### src/rtl/evm_pkg.sv
// Shared definitions for the voting machine front end: FSM states, default
// counter width and the numbers presented for each candidate.
package evm_pkg;

  typedef enum logic [1:0] {
    ST_IDLE   = 2'd0,
    ST_ARMED  = 2'd1,
    ST_HOLD   = 2'd2,
    ST_CLOSED = 2'd3
  } state_t;

  localparam int          NUM_CAND      = 3;
  localparam int          CNT_W_DEF     = 4;
  localparam logic [3:0]  CAND_ID_0_DEF = 4'd1;
  localparam logic [3:0]  CAND_ID_1_DEF = 4'd2;
  localparam logic [3:0]  CAND_ID_2_DEF = 4'd3;

  // True when exactly one bit of a candidate button vector is set.
  function automatic logic is_onehot(input logic [NUM_CAND-1:0] v);
    return (v != '0) && ((v & (v - 1'b1)) == '0);
  endfunction

endpackage

### src/rtl/vote_counter_sat.sv
// Unsigned vote counter that sticks at its maximum; sat_hit flags an
// increment request that arrived while the counter was already full.
module vote_counter_sat #(
  parameter int CNT_W = 4
) (
  input  logic             clk,
  input  logic             rst_n,
  input  logic             inc,
  output logic [CNT_W-1:0] count,
  output logic             sat_hit
);

  logic full;

  assign full    = &count;
  assign sat_hit = inc & full;

  always_ff @(posedge clk or negedge rst_n) begin
    if (!rst_n) begin
      count <= '0;
    end else if (inc && !full) begin
      count <= count + 1'b1;
    end
  end

endmodule

### src/rtl/vote_tally_unit.sv
// Ballot sequencing front end: arms one ballot per authorisation, accepts a
// single clean button press per ballot, and tallies votes until the poll closes.
module vote_tally_unit
  import evm_pkg::*;
#(
  parameter int         CNT_W     = CNT_W_DEF,
  parameter logic [3:0] CAND_ID_0 = CAND_ID_0_DEF,
  parameter logic [3:0] CAND_ID_1 = CAND_ID_1_DEF,
  parameter logic [3:0] CAND_ID_2 = CAND_ID_2_DEF
) (
  input  logic             clk,
  input  logic             rst_n,
  input  logic             ballot_en,
  input  logic [2:0]       vote_btn,
  input  logic             close_poll,
  output logic [3:0]       candidate_number_0,
  output logic [3:0]       candidate_number_1,
  output logic [3:0]       candidate_number_2,
  output logic [CNT_W-1:0] vote_count_0,
  output logic [CNT_W-1:0] vote_count_1,
  output logic [CNT_W-1:0] vote_count_2,
  output logic             ballot_ready,
  output logic             vote_ack,
  output logic             invalid_press,
  output logic             sat_err,
  output logic             result_valid,
  output logic [1:0]       state_dbg
);

  // Handshake: ballot_ready is the "ready" side of a ballot; a press edge
  // is the "valid" side and is consumed only on a cycle where ballot_ready
  // is high, answered by vote_ack (accepted) or invalid_press (rejected).

  state_t              state, state_n;
  logic [NUM_CAND-1:0] btn_q;
  logic [NUM_CAND-1:0] press;
  logic                valid_press;
  logic [NUM_CAND-1:0] inc_vec;
  logic [NUM_CAND-1:0] sat_hit_vec;
  logic                ack_d;
  logic                inv_d;
  logic [CNT_W-1:0]    count_arr [NUM_CAND];

  assign candidate_number_0 = CAND_ID_0;
  assign candidate_number_1 = CAND_ID_1;
  assign candidate_number_2 = CAND_ID_2;

  // A press counts only if it starts from all buttons released.
  assign press       = vote_btn & ~btn_q;
  assign valid_press = (btn_q == '0) && is_onehot(press);

  always_ff @(posedge clk or negedge rst_n) begin
    if (!rst_n) begin
      state <= ST_IDLE;
      btn_q <= '0;
    end else begin
      state <= state_n;
      btn_q <= vote_btn;
    end
  end

  always_comb begin
    state_n = state;
    ack_d   = 1'b0;
    inv_d   = 1'b0;
    inc_vec = '0;
    case (state)
      ST_IDLE: begin
        if (close_poll)     state_n = ST_CLOSED;
        else if (ballot_en) state_n = ST_ARMED;
      end
      ST_ARMED: begin
        // Closing wins over a press arriving in the same cycle.
        if (close_poll) begin
          state_n = ST_CLOSED;
        end else if (valid_press) begin
          inc_vec = press;
          ack_d   = 1'b1;
          state_n = ST_HOLD;
        end else if (press != '0) begin
          inv_d   = 1'b1;
        end
      end
      ST_HOLD: begin
        if (close_poll)            state_n = ST_CLOSED;
        else if (vote_btn == '0)   state_n = ST_IDLE;
      end
      ST_CLOSED: begin
        state_n = ST_CLOSED;
      end
      default: begin
        state_n = ST_IDLE;
      end
    endcase
  end

  always_ff @(posedge clk or negedge rst_n) begin
    if (!rst_n) begin
      vote_ack      <= 1'b0;
      invalid_press <= 1'b0;
      sat_err       <= 1'b0;
    end else begin
      vote_ack      <= ack_d;
      invalid_press <= inv_d;
      sat_err       <= sat_err | (|sat_hit_vec);
    end
  end

  for (genvar i = 0; i < NUM_CAND; i++) begin : g_cnt
    vote_counter_sat #(
      .CNT_W (CNT_W)
    ) u_cnt (
      .clk     (clk),
      .rst_n   (rst_n),
      .inc     (inc_vec[i]),
      .count   (count_arr[i]),
      .sat_hit (sat_hit_vec[i])
    );
  end

  assign vote_count_0 = count_arr[0];
  assign vote_count_1 = count_arr[1];
  assign vote_count_2 = count_arr[2];

  assign ballot_ready = (state == ST_ARMED);
  assign result_valid = (state == ST_CLOSED);
  assign state_dbg    = state;

endmodule

### config.mk
export PLATFORM = sky130hd
export DESIGN_NAME = vote_tally_unit
export DESIGN_NICKNAME = d
export VERILOG_FILES = /design/src/rtl/evm_pkg.sv /design/src/rtl/vote_counter_sat.sv /design/src/rtl/vote_tally_unit.sv
export SDC_FILE = /design/constraint.sdc
export NUM_CORES = 1
export LEC_CHECK = 0
export ABC_CLOCK_PERIOD_IN_PS = 3100
export CORE_MARGIN = 2
export CORE_UTILIZATION = 50
export CTS_BUF_LIST = sky130_fd_sc_hd__clkbuf_4 sky130_fd_sc_hd__clkbuf_8
export CTS_CLUSTER_SIZE = 10
export DETAILED_ROUTE_END_ITERATION = 16
export PLACE_DENSITY = 0.87
export SLEW_MARGIN = 20
export SYNTH_ARGS = -nofsm -noshare
export SYNTH_HDL_FRONTEND = slang
export SYNTH_SLANG_ARGS = --single-unit
### constraint.sdc
create_clock -name clk -period 3.1 [get_ports clk]
set_input_delay 0.31 -clock clk [delete_from_list [all_inputs] [get_ports clk]]
set_output_delay 0.31 -clock clk [all_outputs]
set_load 0.02 [all_outputs]
; Word-level counts from Yosys, hierarchy flattened
; Cells that the tools add are included.
[word_totals]
regBits = 20
latchBits = 0
mem_bits_rw = 0
mem_bits_ro = 0
out_inout_bits = 31
word_cells = 60
n_memories = 0
[op_classes]
add_sub_neg = 4
multipliers = 0
n_div = 0
n_lt_le_gt_ge = 0
eq_ne = 6
n_shift = 0
muxes = 17
bitwise_logic = 7
reduce_logical = 18
[ops]
columns = cell, count
row1 = adder 4 x 1 -> 4 bit (second input constant), 3
row2 = 2-to-1 mux 2 bit, 6
row3 = AND reduction 4 bit, 3
row4 = logical NOT 3 bit, 3
row5 = 2-to-1 mux 3 bit, 3
row6 = case mux 2 bit (4 select lines), 1
row7 = 2-to-1 mux 1 bit, 7
row8 = bitwise AND 3 bit, 2
row9 = != test 3 bit (second input constant), 2
row10 = logical AND 1 bit, 5
row11 = equality test 2 bit (second input constant), 2
row12 = bitwise AND 1 bit, 3
row13 = logical NOT 1 bit, 3
row14 = != test 3 x 2 -> 1 bit (second input constant), 1
row15 = inverter 3 bit, 1
row16 = AND reduction 3 bit, 1
row17 = nonzero test 3 bit, 1
row18 = OR reduction 3 bit, 1
row19 = subtractor 3 x 1 -> 3 bit (second input constant), 1
row20 = equality test 2 x 1 -> 1 bit (second input constant), 1
row21 = logical NOT 2 bit, 1
row22 = bitwise OR 1 bit, 1

; Logic depth before layout (Yosys ltp)
; Gate-level depths: netlist of run 1.
[depth]
depth_word = 13
depth_mapped = 5
mapped_depth_nobuf = 5

; Hierarchy
; From an unflattened synthesis of run 1, not the netlist that was laid out.
[hier_totals]
cells_unflattened = 108
hier_area_um2 = 1121.1
[by_module_without_submodules]
columns = module, n_inst, cells_each, area_per_inst_um2, seq_area_each_um2
row1 = vote_counter_sat, 3, 21, 220.2, 100.1
row2 = vote_tally_unit, 1, 45, 460.4, 200.2

; Worst setup path before layout of run 1
; No wires, ideal clock.
[synth_timing]
path_kind = flip-flop to flip-flop
startpoint = reg state[0] (netlist: state_dbg[0])
endpoint = reg g_cnt[2].u_cnt.count[3]
setup_time_ns = 0.125
t_arrival_ns = 1.695
slack_ns = 1.281
path_stages_with_launch = 5
path_cell_list = dfrtp_1 nor2b_1 nand2b_1 nor4_2 mux2_2
[synth_via]
elab_chain_len = 3
[synth_rtl]
columns = item, line
row1 = "start, declared", vote_tally_unit.sv:34  ; state_t state, state_n;
row2 = "start signal, assigned", vote_tally_unit.sv:57  ; state <= state_n;
row3 = equality test 2 x 1 -> 1 bit, --
row4 = named net ballot_ready, vote_tally_unit.sv:22  ; output logic ballot_ready,
row5 = 2-to-1 mux 3 bit, vote_tally_unit.sv:67  ; case (state)
row6 = logical AND 1 bit, vote_counter_sat.sv:21  ; end else if (inc && !full) begin
row7 = "end signal, assigned", vote_counter_sat.sv:22  ; count <= count + 1'b1;
row8 = "end, declared", vote_counter_sat.sv:9  ; output logic [CNT_W-1:0] count,
; The timed path passes the listed nets, and every way through them passes these cells.
; A chain may end at the register's enable or synchronous reset.

; Worst setup path after layout of run 1
[layout_timing]
startpoint = reg state[1] (netlist: state_dbg[1])
endpoint = out ballot_ready
[layout_via]
elab_chain_len = 1
[layout_rtl]
columns = item, line
row1 = equality test 2 x 1 -> 1 bit, vote_tally_unit.sv:125  ; assign ballot_ready = (state == ST_ARMED);
row2 = "end, declared", vote_tally_unit.sv:22
; Every way passes these cells.

==> tab_implementation.tex, run 1 <==
\begin{tabular}{lr}
\hline
Metric & Value \\
\hline
\multicolumn{2}{l}{\textbf{Route}} \\
\quad Drt via density & 5.09 \\
\quad Length of the first detailed-routing pass in iterations & 4 \\
\quad Starting DRT DRC Count & 5 \\
\quad DR vias & between 700 and 800 \\
\quad Detailed-route wire length & $\sim$1900 um \\
\quad Antenna-violating nets left & 0 \\
\quad DRC errors left & 0 \\
\quad Average detailed-routed wire length per instance & 12.3 um \\
\multicolumn{2}{l}{\textbf{Synthesis}} \\
\quad Number of standard cells after synthesis & 99 \\
\quad Number of storage elements in the synthesis netlist & 20 \\
\quad Simple-gate portion of the synthesized area & 0.220 \\
\quad Post-synth top area cell & sky130\_fd\_sc\_hd\_\_dfrtp\_1 \\
\quad Cell types with the largest area share after synthesis & sky130\_fd\_sc\_hd\_\_dfrtp\_1, sky130\_fd\_sc\_hd\_\_buf\_4, sky130\_fd\_sc\_hd\_\_mux2\_2, sky130\_fd\_sc\_hd\_\_nand2b\_1, sky130\_fd\_sc\_hd\_\_ha\_1 \\
\quad Number of flops mapped to enable cells by yosys & 0 \\
\quad Most common library cells after synthesis & sky130\_fd\_sc\_hd\_\_dfrtp\_1, sky130\_fd\_sc\_hd\_\_buf\_4, sky130\_fd\_sc\_hd\_\_nand2b\_1 \\
\quad Adder and majority gate portion of the synthesized area & 0.0340 \\
\quad Number of warnings printed during yosys synthesis & 0 \\
\quad Largest family of logic cells by synthesized area & simple AND/OR/NAND/NOR gates \\
\quad Synth Area per Inst & 11.2 um\^{}2 \\
\quad Most common cell in the netlist & sky130\_fd\_sc\_hd\_\_dfrtp\_1 \\
\quad Netlist area before placement & approximately 1100 um\^{}2 \\
\quad Most used flip-flop cell after synthesis & sky130\_fd\_sc\_hd\_\_dfrtp\_1 \\
\quad Top-area cell type share of the netlist area & 0.453 \\
\quad Share of the synthesized area in compound gates (AO/OA/AOI/OAI) & 0.0646 \\
\quad Mux cell area share after synthesis & 0.0985 \\
\quad Xor and xnor fraction of the mapped netlist area & 0.0317 \\
\quad Fraction of synthesis flops using an asynchronous set or reset pin & 1.00 \\
\quad Sequential cell area fraction in the yosys report & 0.453 \\
\quad Number of distinct library cell variants in the gate-level netlist after synthesis & 29 \\
\multicolumn{2}{l}{\textbf{Power and ir drop}} \\
\quad Clock share of power & 0.274 \\
\quad Switch share & 0.238 \\
\quad Worst VDD drop & about 0.34 mV \\
\quad Switching power total & 0.000100 W \\
\quad Pint & 0.000320 W \\
\quad Fraction of power consumed by combinational cells & 0.096 \\
\quad Static leakage & 0.618 nW \\
\quad Ratio of total power to cell area & slightly above 300 nW/um\^{}2 \\
\quad Sequential power share & 0.630 \\
\multicolumn{2}{l}{\textbf{Place}} \\
\quad Cell area after placement & 1330 um\^{}2 \\
\quad Global placer's final weighted congestion & approximately 0.76 \\
\quad PortBufs & 25 \\
\quad Worst slack at placement & just over 0.9 ns \\
\quad Sum of net half-perimeters after detailed placement & between 1000 and 1500 um \\
\multicolumn{2}{l}{\textbf{Status}} \\
\quad Outcome & completed \\
\multicolumn{2}{l}{\textbf{Timing}} \\
\quad Skew final & 0.00455 ns \\
\quad Post-route setup slack & 1.17 ns \\
\quad Maximum operating frequency & 0.519 GHz \\
\quad Setup repair after global routing missed its margin & false \\
\quad Final Setup Violations & 0 \\
\quad Share of the cycle needed by the critical path after routing & 0.622 \\
\quad Minimum clock period after layout & 1.93 ns \\
\quad Worst-case headroom to the max-slew limit & 0.428 \\
\quad Final hold violation count & 0 \\
\quad Count of pins over their slew limit & 0 \\
\quad Post-route setup TNS & 0 ns \\
\quad Pin slew with the least headroom to its limit & 0.856 ns \\
\multicolumn{2}{l}{\textbf{GRT}} \\
\quad Antenna violations before repair & 0 \\
\quad First-pass GRT wire length & 3210 um \\
\quad Gr ovfl total & 0 \\
\quad Total routing usage reported by global routing & 0.164 \\
\quad Number of global-route vias before repair & 726 \\
\quad Largest net degree at the start of global routing & 21 \\
\multicolumn{2}{l}{\textbf{Finish}} \\
\quad Antenna Cells & 0 \\
\quad Number of nets in the layout & $\sim$140 \\
\quad Core occupancy in the finished layout & 0.628 \\
\quad Layout cell share with drive strength beyond 1 & 0.137 \\
\quad Area added between synthesis and finish & 22.1\% \\
\quad Finished Cell Area & 1350 um\^{}2 \\
\multicolumn{2}{l}{\textbf{Clock tree}} \\
\quad TritonCTS clock tree & done \\
\quad Number of hold buffers added after cts & 0 \\
\quad Skew-Pair Late Insertion Delay & 0.29 ns \\
\quad \# resized after CTS & 0 \\
\quad Clk slew on worst S/H paths & $\sim$0.10 ns \\
\quad Number of sinks handled by clock tree synthesis & 20 \\
\quad Post CTS Setup Buffer Count & 0 \\
\quad H-tree levels & 1 \\
\quad Longest Clk Path Bufs & 2 \\
\quad Root Driver & sky130\_fd\_sc\_hd\_\_clkbuf\_4 \\
\quad Number of buffers inserted during clock tree synthesis & 3 \\
\multicolumn{2}{l}{\textbf{Floorplan}} \\
\quad Total die area & around 2600 um\^{}2 \\
\quad Number of cell rows & 17 \\
\quad I/O pins & 38 \\
\quad Core outline area & 2150 um\^{}2 \\
\quad Die outline height & between 50 and 60 um \\
\quad Effective utilization at floorplan & 0.514 \\
\quad Die boundary width & 51.0 um \\
\multicolumn{2}{l}{\textbf{Setup path}} \\
\quad Crit. End Element & primary output \\
\quad CP startpoint kind & register \\
\quad Arrival time at the worst endpoint & 1.62 ns \\
\quad Data required time of the worst path & about 2.8 ns \\
\quad Worst-path cell chain & nor2b\_1 > clkdlybuf4s50\_1 \\
\quad Worst path max stage delay & 0.64 ns \\
\quad Worst path slowest cell & sky130\_fd\_sc\_hd\_\_clkdlybuf4s50\_1 \\
\quad Category of the critical setup timing path & register to primary output \\
\quad Crit Path Max Fanout & 8 \\
\multicolumn{2}{l}{\textbf{Worst hold path}} \\
\quad Path category of the worst min-delay check & register to register \\
\multicolumn{2}{l}{\textbf{Job}} \\
\quad Number of max-cap violations & 0 \\
\hline
\end{tabular}
power by group through the flow:
stage | combinational, W | sequential (W) | clock, W
2_1_floorplan | 0.0000341 | 0.000270 | 0
3_3_place_gp | 0.0000396 | 0.000270 | 0
3_5_place_dp | 0.0000406 | 0.000270 | 0
4_1_cts | 0.0000407 | 0.000265 | 0.000121
5_1_grt | 0.0000451 | 0.000265 | 0.000129
6_report | 0.0000405 | 0.000265 | 0.000115
flip-flops by register name, indices dropped and copies added, names as in the netlist:
| signal | flops |
|---|---|
| btn_q | 3 |
| g_cnt.u_cnt.count | 12 |
| invalid_press | 1 |
| sat_err | 1 |
| state_dbg | 2 |
| vote_ack | 1 |
cell type report:
class / instances / area (um^2)
clock buffer: 3 / 22.5
fill: 184 / 800
multi-input combinational: 76 / 541
sequential: 20 / 500
tap: 28 / 35.0
timing repair buffer: 25 / 250
path summary, 6_finish.rpt:
check	from	end	slack, ns	cells past startpoint
max reg2reg	state_dbg[1]$_DFFE_PN0P_	g_cnt[1].u_cnt.count[1]$_DFFE_PN0P_	1.29	4
max in group asynchronous	rst_n	g_cnt[0].u_cnt.count[2]$_DFFE_PN0P_	2.07	1
min reg2reg	sat_err$_DFF_PN0_	sat_err$_DFF_PN0_	0.48	1
max	state_dbg[1]$_DFFE_PN0P_	ballot_ready	1.17	2
min in group asynchronous	rst_n	state_dbg[1]$_DFFE_PN0P_	0.49	1
min	sat_err$_DFF_PN0_	sat_err$_DFF_PN0_	0.48	1
cell families (layout without fill, tap and decap cells):
kind of cell / count (synthesis) / count (layout)
flops: 20 / 20
xor+xnor: 4 / 4
buf+inv: 13 / 28
compound gates: 10 / 10
fa+ha+maj: 3 / 3
other cells: 2 / 12
simple gates: 38 / 38
mux: 9 / 9
worst max-delay path, delay by kind of cell (launching register included):
kind / cells / cell delay [ns]
buffers and inverters: 1 / 0.64
DFF: 1 / 0.47
and+or+nand+nor: 1 / 0.22
layer usage:
layer	up-vias	track usage	wire, um
met5	-	0	0
met4	0	0.0676	37
met3	4	0.0439	87
met2	23	0.268	963
met1	369	0.204	779
li1	377	-	-
placed cells by master, fill, tap and decap left out, types with 2 or more instances in the layout:
master	n
sky130_fd_sc_hd__mux2_2	7
sky130_fd_sc_hd__mux2_4	2
sky130_fd_sc_hd__o22ai_1	2
sky130_fd_sc_hd__o211ai_1	2
sky130_fd_sc_hd__nor3_1	2
sky130_fd_sc_hd__xor2_1	2
sky130_fd_sc_hd__nand2b_1	11
sky130_fd_sc_hd__nand4_2	2
sky130_fd_sc_hd__nor2b_1	3
sky130_fd_sc_hd__conb_1	12
sky130_fd_sc_hd__o21ai_0	2
sky130_fd_sc_hd__nor2_1	4
sky130_fd_sc_hd__ha_1	3
sky130_fd_sc_hd__xnor2_1	2
sky130_fd_sc_hd__clkdlybuf4s50_1	25
sky130_fd_sc_hd__clkbuf_4	3
sky130_fd_sc_hd__dfrtp_1	20
sky130_fd_sc_hd__nand4_1	5
sky130_fd_sc_hd__nand3_1	5
per-stage QoR:
step	power (W)	hold slack [ns]	std cells
floorplan	0.000304	0.0144	109
global placement	0.000309	0.456	149
detailed placement	0.000311	0.455	149
CTS	0.000426	0.483	152
global route	0.000439	0.509	152
finish	0.000420	0.478	152
No activity file was read; power rests on OpenSTA's default activity.
==> inputs of run 2 (changes only) <==
ABC_CLOCK_PERIOD_IN_PS = 1700   (was 3100)
CORE_UTILIZATION = 42   (was 50)
PLACE_DENSITY = 0.78   (was 0.87)
clock period = 1.7 ns   (was 3.1 ns; I/O delays follow)
==> run 2 against run 1 <==
  * Sequential cell count stayed put
  * Sequential share of layout area shrank 2.4 points
  * Largest cell class unchanged
  * Via count grew 8.4%
  * Global-route usage down 1.3 points
==> tab_implementation.tex, run 2 (synthesized netlist as in run 1, its figures left out) <==
\begin{tabular}{lr}
\hline
Metric & Value \\
\hline
\multicolumn{2}{l}{\textbf{Finish}} \\
\quad Layout cell share with drive strength beyond 1 & 0.250 \\
\quad Top reg by flops & g\_cnt.u\_cnt.count \\
\quad Fillers & 230 \\
\quad Finished Cell Area & between 1000 and 1500 um\^{}2 \\
\quad Core occupancy in the finished layout & 0.585 \\
\quad Combined flip-flop and latch cell area & 503 um\^{}2 \\
\quad Area of the multi-input gates & 548 um\^{}2 \\
\quad Number of flip-flops in the largest register & 12 \\
\quad Most common library cell in the layout ignoring fill and taps & sky130\_fd\_sc\_hd\_\_clkdlybuf4s50\_1 \\
\quad Area added between synthesis and finish & 31.3\% \\
\quad Highest-count cells in the layout ignoring fill and taps & sky130\_fd\_sc\_hd\_\_clkdlybuf4s50\_1, sky130\_fd\_sc\_hd\_\_dfrtp\_1, sky130\_fd\_sc\_hd\_\_conb\_1, sky130\_fd\_sc\_hd\_\_buf\_4, sky130\_fd\_sc\_hd\_\_nand2b\_1 \\
\quad Antenna Cells & 0 \\
\quad Number of nets in the layout & 148 \\
\multicolumn{2}{l}{\textbf{Floorplan}} \\
\quad Number of cell rows & 18 \\
\quad Total die area & just over 3000 um\^{}2 \\
\quad Core outline area & 2480 um\^{}2 \\
\quad I/O pins & 38 \\
\quad Die outline height & between 50 and 60 um \\
\quad Die boundary width & around 55 um \\
\quad Effective utilization at floorplan & 0.446 \\
\multicolumn{2}{l}{\textbf{Clock tree}} \\
\quad Number of buffers inserted during clock tree synthesis & 3 \\
\quad Longest Clk Path Bufs & 2 \\
\quad Skew-Pair Late Insertion Delay & 0.30 ns \\
\quad Clk slew on worst S/H paths & 0.11 ns \\
\quad Number of sinks handled by clock tree synthesis & 20 \\
\quad Root Driver & sky130\_fd\_sc\_hd\_\_clkbuf\_4 \\
\quad H-tree levels & 1 \\
\quad TritonCTS clock tree & done \\
\multicolumn{2}{l}{\textbf{Route}} \\
\quad DR vias & roughly 840 \\
\quad Length of the first detailed-routing pass in iterations & 4 \\
\quad Drt via density & between 5 and 6 \\
\quad Starting DRT DRC Count & 20 \\
\quad Average detailed-routed wire length per instance & around 13 um \\
\quad DRC errors left & 0 \\
\quad Detailed-route wire length & about 2200 um \\
\quad Antenna-violating nets left & 0 \\
\multicolumn{2}{l}{\textbf{Power and ir drop}} \\
\quad Ratio of total power to cell area & 548 nW/um\^{}2 \\
\quad Worst VDD drop & 0.425 mV \\
\quad Overall Power & just under 0.0008 W \\
\quad Static leakage & approximately 0.67 nW \\
\multicolumn{2}{l}{\textbf{GRT}} \\
\quad Antenna violations before repair & 0 \\
\quad Global routing met1 resource utilization & 0.190 \\
\quad Met2 track demand over resource in global routing & 0.264 \\
\quad Number of global-route vias before repair & $\sim$850 \\
\quad Top Usage Layer GRT & met2 \\
\quad Gr ovfl total & 0 \\
\quad Largest net degree at the start of global routing & 21 \\
\quad First-pass GRT wire length & 3790 um \\
\quad GRT met3 Usage & 0.0211 \\
\quad Total routing usage reported by global routing & 0.151 \\
\multicolumn{2}{l}{\textbf{Timing}} \\
\quad Final hold violation count & 0 \\
\quad Post-route setup TNS & 0 ns \\
\quad Setup repair after global routing missed its margin & false \\
\quad Minimum clock period after layout & between 1.5 and 2 ns \\
\quad Skew final & $\sim$0.0058 ns \\
\quad Count of pins over their slew limit & 0 \\
\quad Share of the cycle needed by the critical path after routing & 0.974 \\
\quad Maximum operating frequency & 0.604 GHz \\
\quad Post-route setup slack & roughly 0.044 ns \\
\quad Final Setup Violations & 0 \\
\multicolumn{2}{l}{\textbf{Setup path}} \\
\quad Arrival time at the worst endpoint & 1.49 ns \\
\quad Worst path max stage delay & roughly 0.6 ns \\
\quad Worst path slowest cell & sky130\_fd\_sc\_hd\_\_clkdlybuf4s50\_1 \\
\quad Crit Path Max Fanout & 8 \\
\quad Crit. End Element & primary output \\
\quad Category of the critical setup timing path & register to primary output \\
\quad CP startpoint kind & register \\
\quad Worst-path cell chain & and2\_1 > clkdlybuf4s50\_1 \\
\quad Data required time of the worst path & approximately 1.5 ns \\
\multicolumn{2}{l}{\textbf{Place}} \\
\quad Cell area after placement & 1410 um\^{}2 \\
\quad Global placer's final weighted congestion & 0.771 \\
\quad PortBufs & 25 \\
\quad Worst slack at placement & -0.214 ns \\
\quad Sum of net half-perimeters after detailed placement & approximately 1700 um \\
\multicolumn{2}{l}{\textbf{Worst hold path}} \\
\quad Path category of the worst min-delay check & input port to async pin \\
\multicolumn{2}{l}{\textbf{Job}} \\
\quad Number of max-cap violations & 0 \\
\multicolumn{2}{l}{\textbf{Status}} \\
\quad Outcome & completed \\
\hline
\end{tabular}
-- run 2: critical path: cells and delay by family (launching register included) --
kind | cells | cell delay [ns]
AND/OR/NAND/NOR | 1 | 0.14
buffers and inverters | 1 | 0.59
flip-flops | 1 | 0.46
-- run 2: layout make-up --
cell class / count / area share
repair buffers: 37 / 0.234
flip-flops and latches: 20 / 0.347
multi-input cells: 76 / 0.378
well taps: 30 / 0.0259
clock buffers: 3 / 0.0155
-- run 2: path summary, 6_finish.rpt --
path / from / to / slack (ns) / depth (start not counted)
worst max-delay path: state_dbg[1]$_DFFE_PN0P_ / result_valid / 0.04 / 2
min in group clk: vote_btn[2] / btn_q[2]$_DFF_PN0_ / 0.39 / 1
worst min register to register: sat_err$_DFF_PN0_ / sat_err$_DFF_PN0_ / 0.48 / 1
max in group asynchronous: rst_n / state_dbg[0]$_DFFE_PN0P_ / 1.26 / 2
worst max register to register: btn_q[1]$_DFF_PN0_ / g_cnt[2].u_cnt.count[3]$_DFFE_PN0P_ / 0.12 / 4
worst min-delay path: rst_n / g_cnt[0].u_cnt.count[0]$_DFFE_PN0P_ / 0.22 / 2
-- run 2: timing repair --
item / 4_1_cts / 5_1_grt
gates cloned: 0 / 0
hold buffers: 0 / 0
endpoints found under the setup margin: 2 / 4
setup buffers: 0 / 1
pin swaps: 0 / 0
gates resized for setup: 2 / 3
-- run 2: power breakdown --
group / total [W] / switching [W] / internal (W)
clock network: 0.000221 / 0.000138 / 0.0000826
registers: 0.000484 / 0.00000408 / 0.000480
logic: 0.0000901 / 0.0000568 / 0.0000332
-- run 2: per-layer routing --
| layer | up-vias | part of all wire | routed length (um) |
|---|---|---|---|
| met1 | 411 | 0.43 | 928 |
| met4 | 0 | 0.0060 | 13 |
| met2 | 21 | 0.53 | 1140 |
| met3 | 2 | 0.033 | 71 |
| li1 | 404 | - | - |
| met5 | - | 0 | 0 |
-- run 2: metrics by stage --
| step | cells | hold slack, ns |
|---|---|---|
| floorplan | 109 | -0.126 |
| global placement | 162 | 0.457 |
| detailed placement | 162 | 0.459 |
| CTS | 165 | 0.231 |
| global route | 166 | 0.230 |
| finish | 166 | 0.217 |
==> inputs of run 3 (changes only) <==
CORE_MARGIN = 4   (was 2)
==> run 3 against run 2 <==
  * Maximum frequency increased by 2.6%
  * Core utilization increased by 0.97 points
  * Via count increased by 0.12%
  * Sequential power about the same
  * Die area increased by 15%
  * Final cell count increased by 1.8%
  * Clock skew decreased by 0.0020 ns
  * Global-route usage decreased by 1.2 points
  * Power increased by 7.1%
  * Setup slack improved by 0.042 ns
  * Routed wire length increased by 6.3%
  * Critical endpoint is now g_cnt[0].u_cnt.count[1]$_DFFE_PN0P_
  * Highest routed layer unchanged
==> tab_implementation.tex, run 3 (synthesized netlist as in run 1, its figures left out) <==
\begin{tabular}{lr}
\hline
Metric & Value \\
\hline
\multicolumn{2}{l}{\textbf{Timing}} \\
\quad Skew final & 0.00372 ns \\
\quad Final hold violation count & 0 \\
\quad Maximum operating frequency & 0.620 GHz \\
\quad Count of pins over their slew limit & 0 \\
\quad Post-route setup slack & 0.0861 ns \\
\quad Setup repair after global routing missed its margin & false \\
\quad Share of the cycle needed by the critical path after routing & 0.949 \\
\quad Final Setup Violations & 0 \\
\quad Minimum clock period after layout & $\sim$1.6 ns \\
\multicolumn{2}{l}{\textbf{Worst hold path}} \\
\quad Path category of the worst min-delay check & input port to async pin \\
\multicolumn{2}{l}{\textbf{Place}} \\
\quad PortBufs & 25 \\
\quad Worst slack at placement & -0.147 ns \\
\quad Sum of net half-perimeters after detailed placement & 1740 um \\
\quad Global placer's final weighted congestion & about 0.86 \\
\quad Placed Cells incl. Taps & 162 \\
\multicolumn{2}{l}{\textbf{Setup path}} \\
\quad Cell family with the largest share of critical-path delay & simple AND/OR/NAND/NOR gates \\
\quad R2R Setup Slk & 0.09 ns \\
\quad Critical Path Sink & g\_cnt[0].u\_cnt.count[1]\$\_DFFE\_PN0P\_ \\
\quad Worst setup path startpoint & btn\_q[1]\$\_DFF\_PN0\_ \\
\quad Crit Path Max Fanout & 7 \\
\quad Levels on crit path & 4 \\
\quad Number of buffers and inverters on the critical path & 0 \\
\quad Worst path slowest cell & sky130\_fd\_sc\_hd\_\_dfrtp\_1 \\
\quad Category of the critical setup timing path & register to register \\
\quad Data required time of the worst path & 1.90 ns \\
\quad CP startpoint kind & register \\
\quad Worst reg2reg path depth & 4 \\
\quad Launching point of the worst reg2reg path & btn\_q[1]\$\_DFF\_PN0\_ \\
\quad Worst path max stage delay & approximately 0.41 ns \\
\quad Crit. End Element & register \\
\quad Endpoint of the lowest-slack register-to-register path & g\_cnt[0].u\_cnt.count[1]\$\_DFFE\_PN0P\_ \\
\quad Worst-path cell chain & nor3\_1 > o211a\_1 > nand4\_2 > mux2\_4 \\
\quad Arrival time at the worst endpoint & 1.82 ns \\
\multicolumn{2}{l}{\textbf{Power and ir drop}} \\
\quad Switching power total & roughly 0.00021 W \\
\quad Worst VDD drop & 0.505 mV \\
\quad Pint & about 0.00064 W \\
\quad Clock share of power & 0.328 \\
\quad Fraction of power consumed by combinational cells & 0.105 \\
\quad Switch share & 0.244 \\
\quad Static leakage & 0.703 nW \\
\quad Overall Power & 0.000851 W \\
\quad Ratio of total power to cell area & 572 nW/um\^{}2 \\
\quad Sequential power share & 0.568 \\
\multicolumn{2}{l}{\textbf{Clock tree}} \\
\quad TritonCTS clock tree & done \\
\quad Root Driver & sky130\_fd\_sc\_hd\_\_clkbuf\_4 \\
\quad Longest Clk Path Bufs & 2 \\
\quad Number of hold buffers added after cts & 0 \\
\quad Number of buffers inserted during clock tree synthesis & 3 \\
\quad Skew-Pair Late Insertion Delay & $\sim$0.30 ns \\
\quad Number of sinks handled by clock tree synthesis & 20 \\
\quad Clk slew on worst S/H paths & 0.11 ns \\
\quad H-tree levels & 1 \\
\multicolumn{2}{l}{\textbf{Floorplan}} \\
\quad I/O pins & 38 \\
\quad Number of cell rows & 18 \\
\quad Die outline height & 59.3 um \\
\quad Total die area & 3520 um\^{}2 \\
\quad Effective utilization at floorplan & 0.442 \\
\quad Core outline area & $\sim$2500 um\^{}2 \\
\quad Die boundary width & 59.3 um \\
\multicolumn{2}{l}{\textbf{Finish}} \\
\quad Highest-count cells in the layout ignoring fill and taps & sky130\_fd\_sc\_hd\_\_clkdlybuf4s50\_1, sky130\_fd\_sc\_hd\_\_dfrtp\_1, sky130\_fd\_sc\_hd\_\_buf\_4 \\
\quad Final instance count without filler cells & roughly 170 \\
\quad Number of nets in the layout & 150 \\
\quad Area added between synthesis and finish & 34.7\% \\
\quad Top reg by flops & g\_cnt.u\_cnt.count \\
\quad Number of flip-flops in the largest register & 12 \\
\quad Layout cell share with drive strength beyond 1 & 0.245 \\
\quad Most common library cell in the layout ignoring fill and taps & sky130\_fd\_sc\_hd\_\_clkdlybuf4s50\_1 \\
\quad Antenna Cells & 0 \\
\multicolumn{2}{l}{\textbf{Route}} \\
\quad Average detailed-routed wire length per instance & 13.5 um \\
\quad DR vias & 839 \\
\quad Length of the first detailed-routing pass in iterations & 4 \\
\quad Detailed-route wire length & 2290 um \\
\quad DRC errors left & 0 \\
\quad Antenna-violating nets left & 0 \\
\quad Starting DRT DRC Count & 14 \\
\quad Drt via density & 4.96 \\
\multicolumn{2}{l}{\textbf{GRT}} \\
\quad Number of global-route vias before repair & 800 \\
\quad First-pass GRT wire length & $\sim$3700 um \\
\quad Antenna violations before repair & 0 \\
\quad Total routing usage reported by global routing & 0.139 \\
\quad Gr ovfl total & 0 \\
\quad Largest net degree at the start of global routing & 21 \\
\multicolumn{2}{l}{\textbf{Status}} \\
\quad Outcome & completed \\
\multicolumn{2}{l}{\textbf{Job}} \\
\quad Number of max-cap violations & 0 \\
\hline
\end{tabular}
[run 3: cell types whose count changed in the layout (fill, tap and decap cells not counted), sizes merged]
cell / change
clkdlybuf4s50: -1
clkbuf: +1
dlymetal6s2s: +1
buf: +2
[run 3: how the worst min path moves through the flow]
stage,start,endpoint,slack [ns],cells after the start
floorplan,rst_n,btn_q[0]$_DFF_PN0_,-0.13,0
global placement,sat_err$_DFF_PN0_,sat_err$_DFF_PN0_,0.45,1
detailed placement,sat_err$_DFF_PN0_,sat_err$_DFF_PN0_,0.46,1
CTS,rst_n,g_cnt[1].u_cnt.count[1]$_DFFE_PN0P_,0.19,2
global route,rst_n,g_cnt[1].u_cnt.count[1]$_DFFE_PN0P_,0.19,2
finish,rst_n,g_cnt[1].u_cnt.count[1]$_DFFE_PN0P_,0.19,2
[run 3: cell type report]
class,count,area (um^2)
Fill cell,215,1010
Multi-Input combinational cell,76,543
Sequential cell,20,502
Timing Repair Buffer,39,369
Tap cell,30,37.5
Clock buffer,4,36.3
[run 3: timing repair]
| item | CTS | global route |
|---|---|---|
| buffers inserted | 0 | 3 |
| setup endpoints to repair | 2 | 2 |
| resized for setup | 2 | 1 |
| pin swaps | 0 | 0 |
[run 3: power groups by stage]
stage	clock, W	sequential [W]	combinational [W]
final	0.000279	0.000483	0.0000892
after global routing	0.000315	0.000484	0.0000968
after CTS	0.000290	0.000483	0.0000880
after detailed placement	0	0.000492	0.0000873
after global placement	0	0.000492	0.0000856
after floorplan	0	0.000492	0.0000622
[run 3: routing by layer]
layer,part of all wire,track usage,vias to the layer above
li1,-,-,411
met1,0.43,0.179,399
met2,0.50,0.223,25
met3,0.059,0.0370,4
met4,0.0074,0.0518,0
met5,0,0,-
[run 3: worst reg2reg max path: stages (launching register included)]
cell                      delay [ns]
sky130_fd_sc_hd__dfrtp_1        0.41
sky130_fd_sc_hd__nor3_1         0.25
sky130_fd_sc_hd__o211a_1        0.36
sky130_fd_sc_hd__nand4_2        0.17
sky130_fd_sc_hd__mux2_4         0.32
[run 3: metrics by stage]
step	area, um^2	hold WS, ns	util	setup TNS (ns)
final	1490	0.188	0.595	0
after global routing	1490	0.189	0.595	0
after CTS	1450	0.195	0.580	0
after detailed placement	1410	0.455	0.566	-1.13
after global placement	1410	0.454	0.566	-0.810
after floorplan	1140	-0.126	-	0
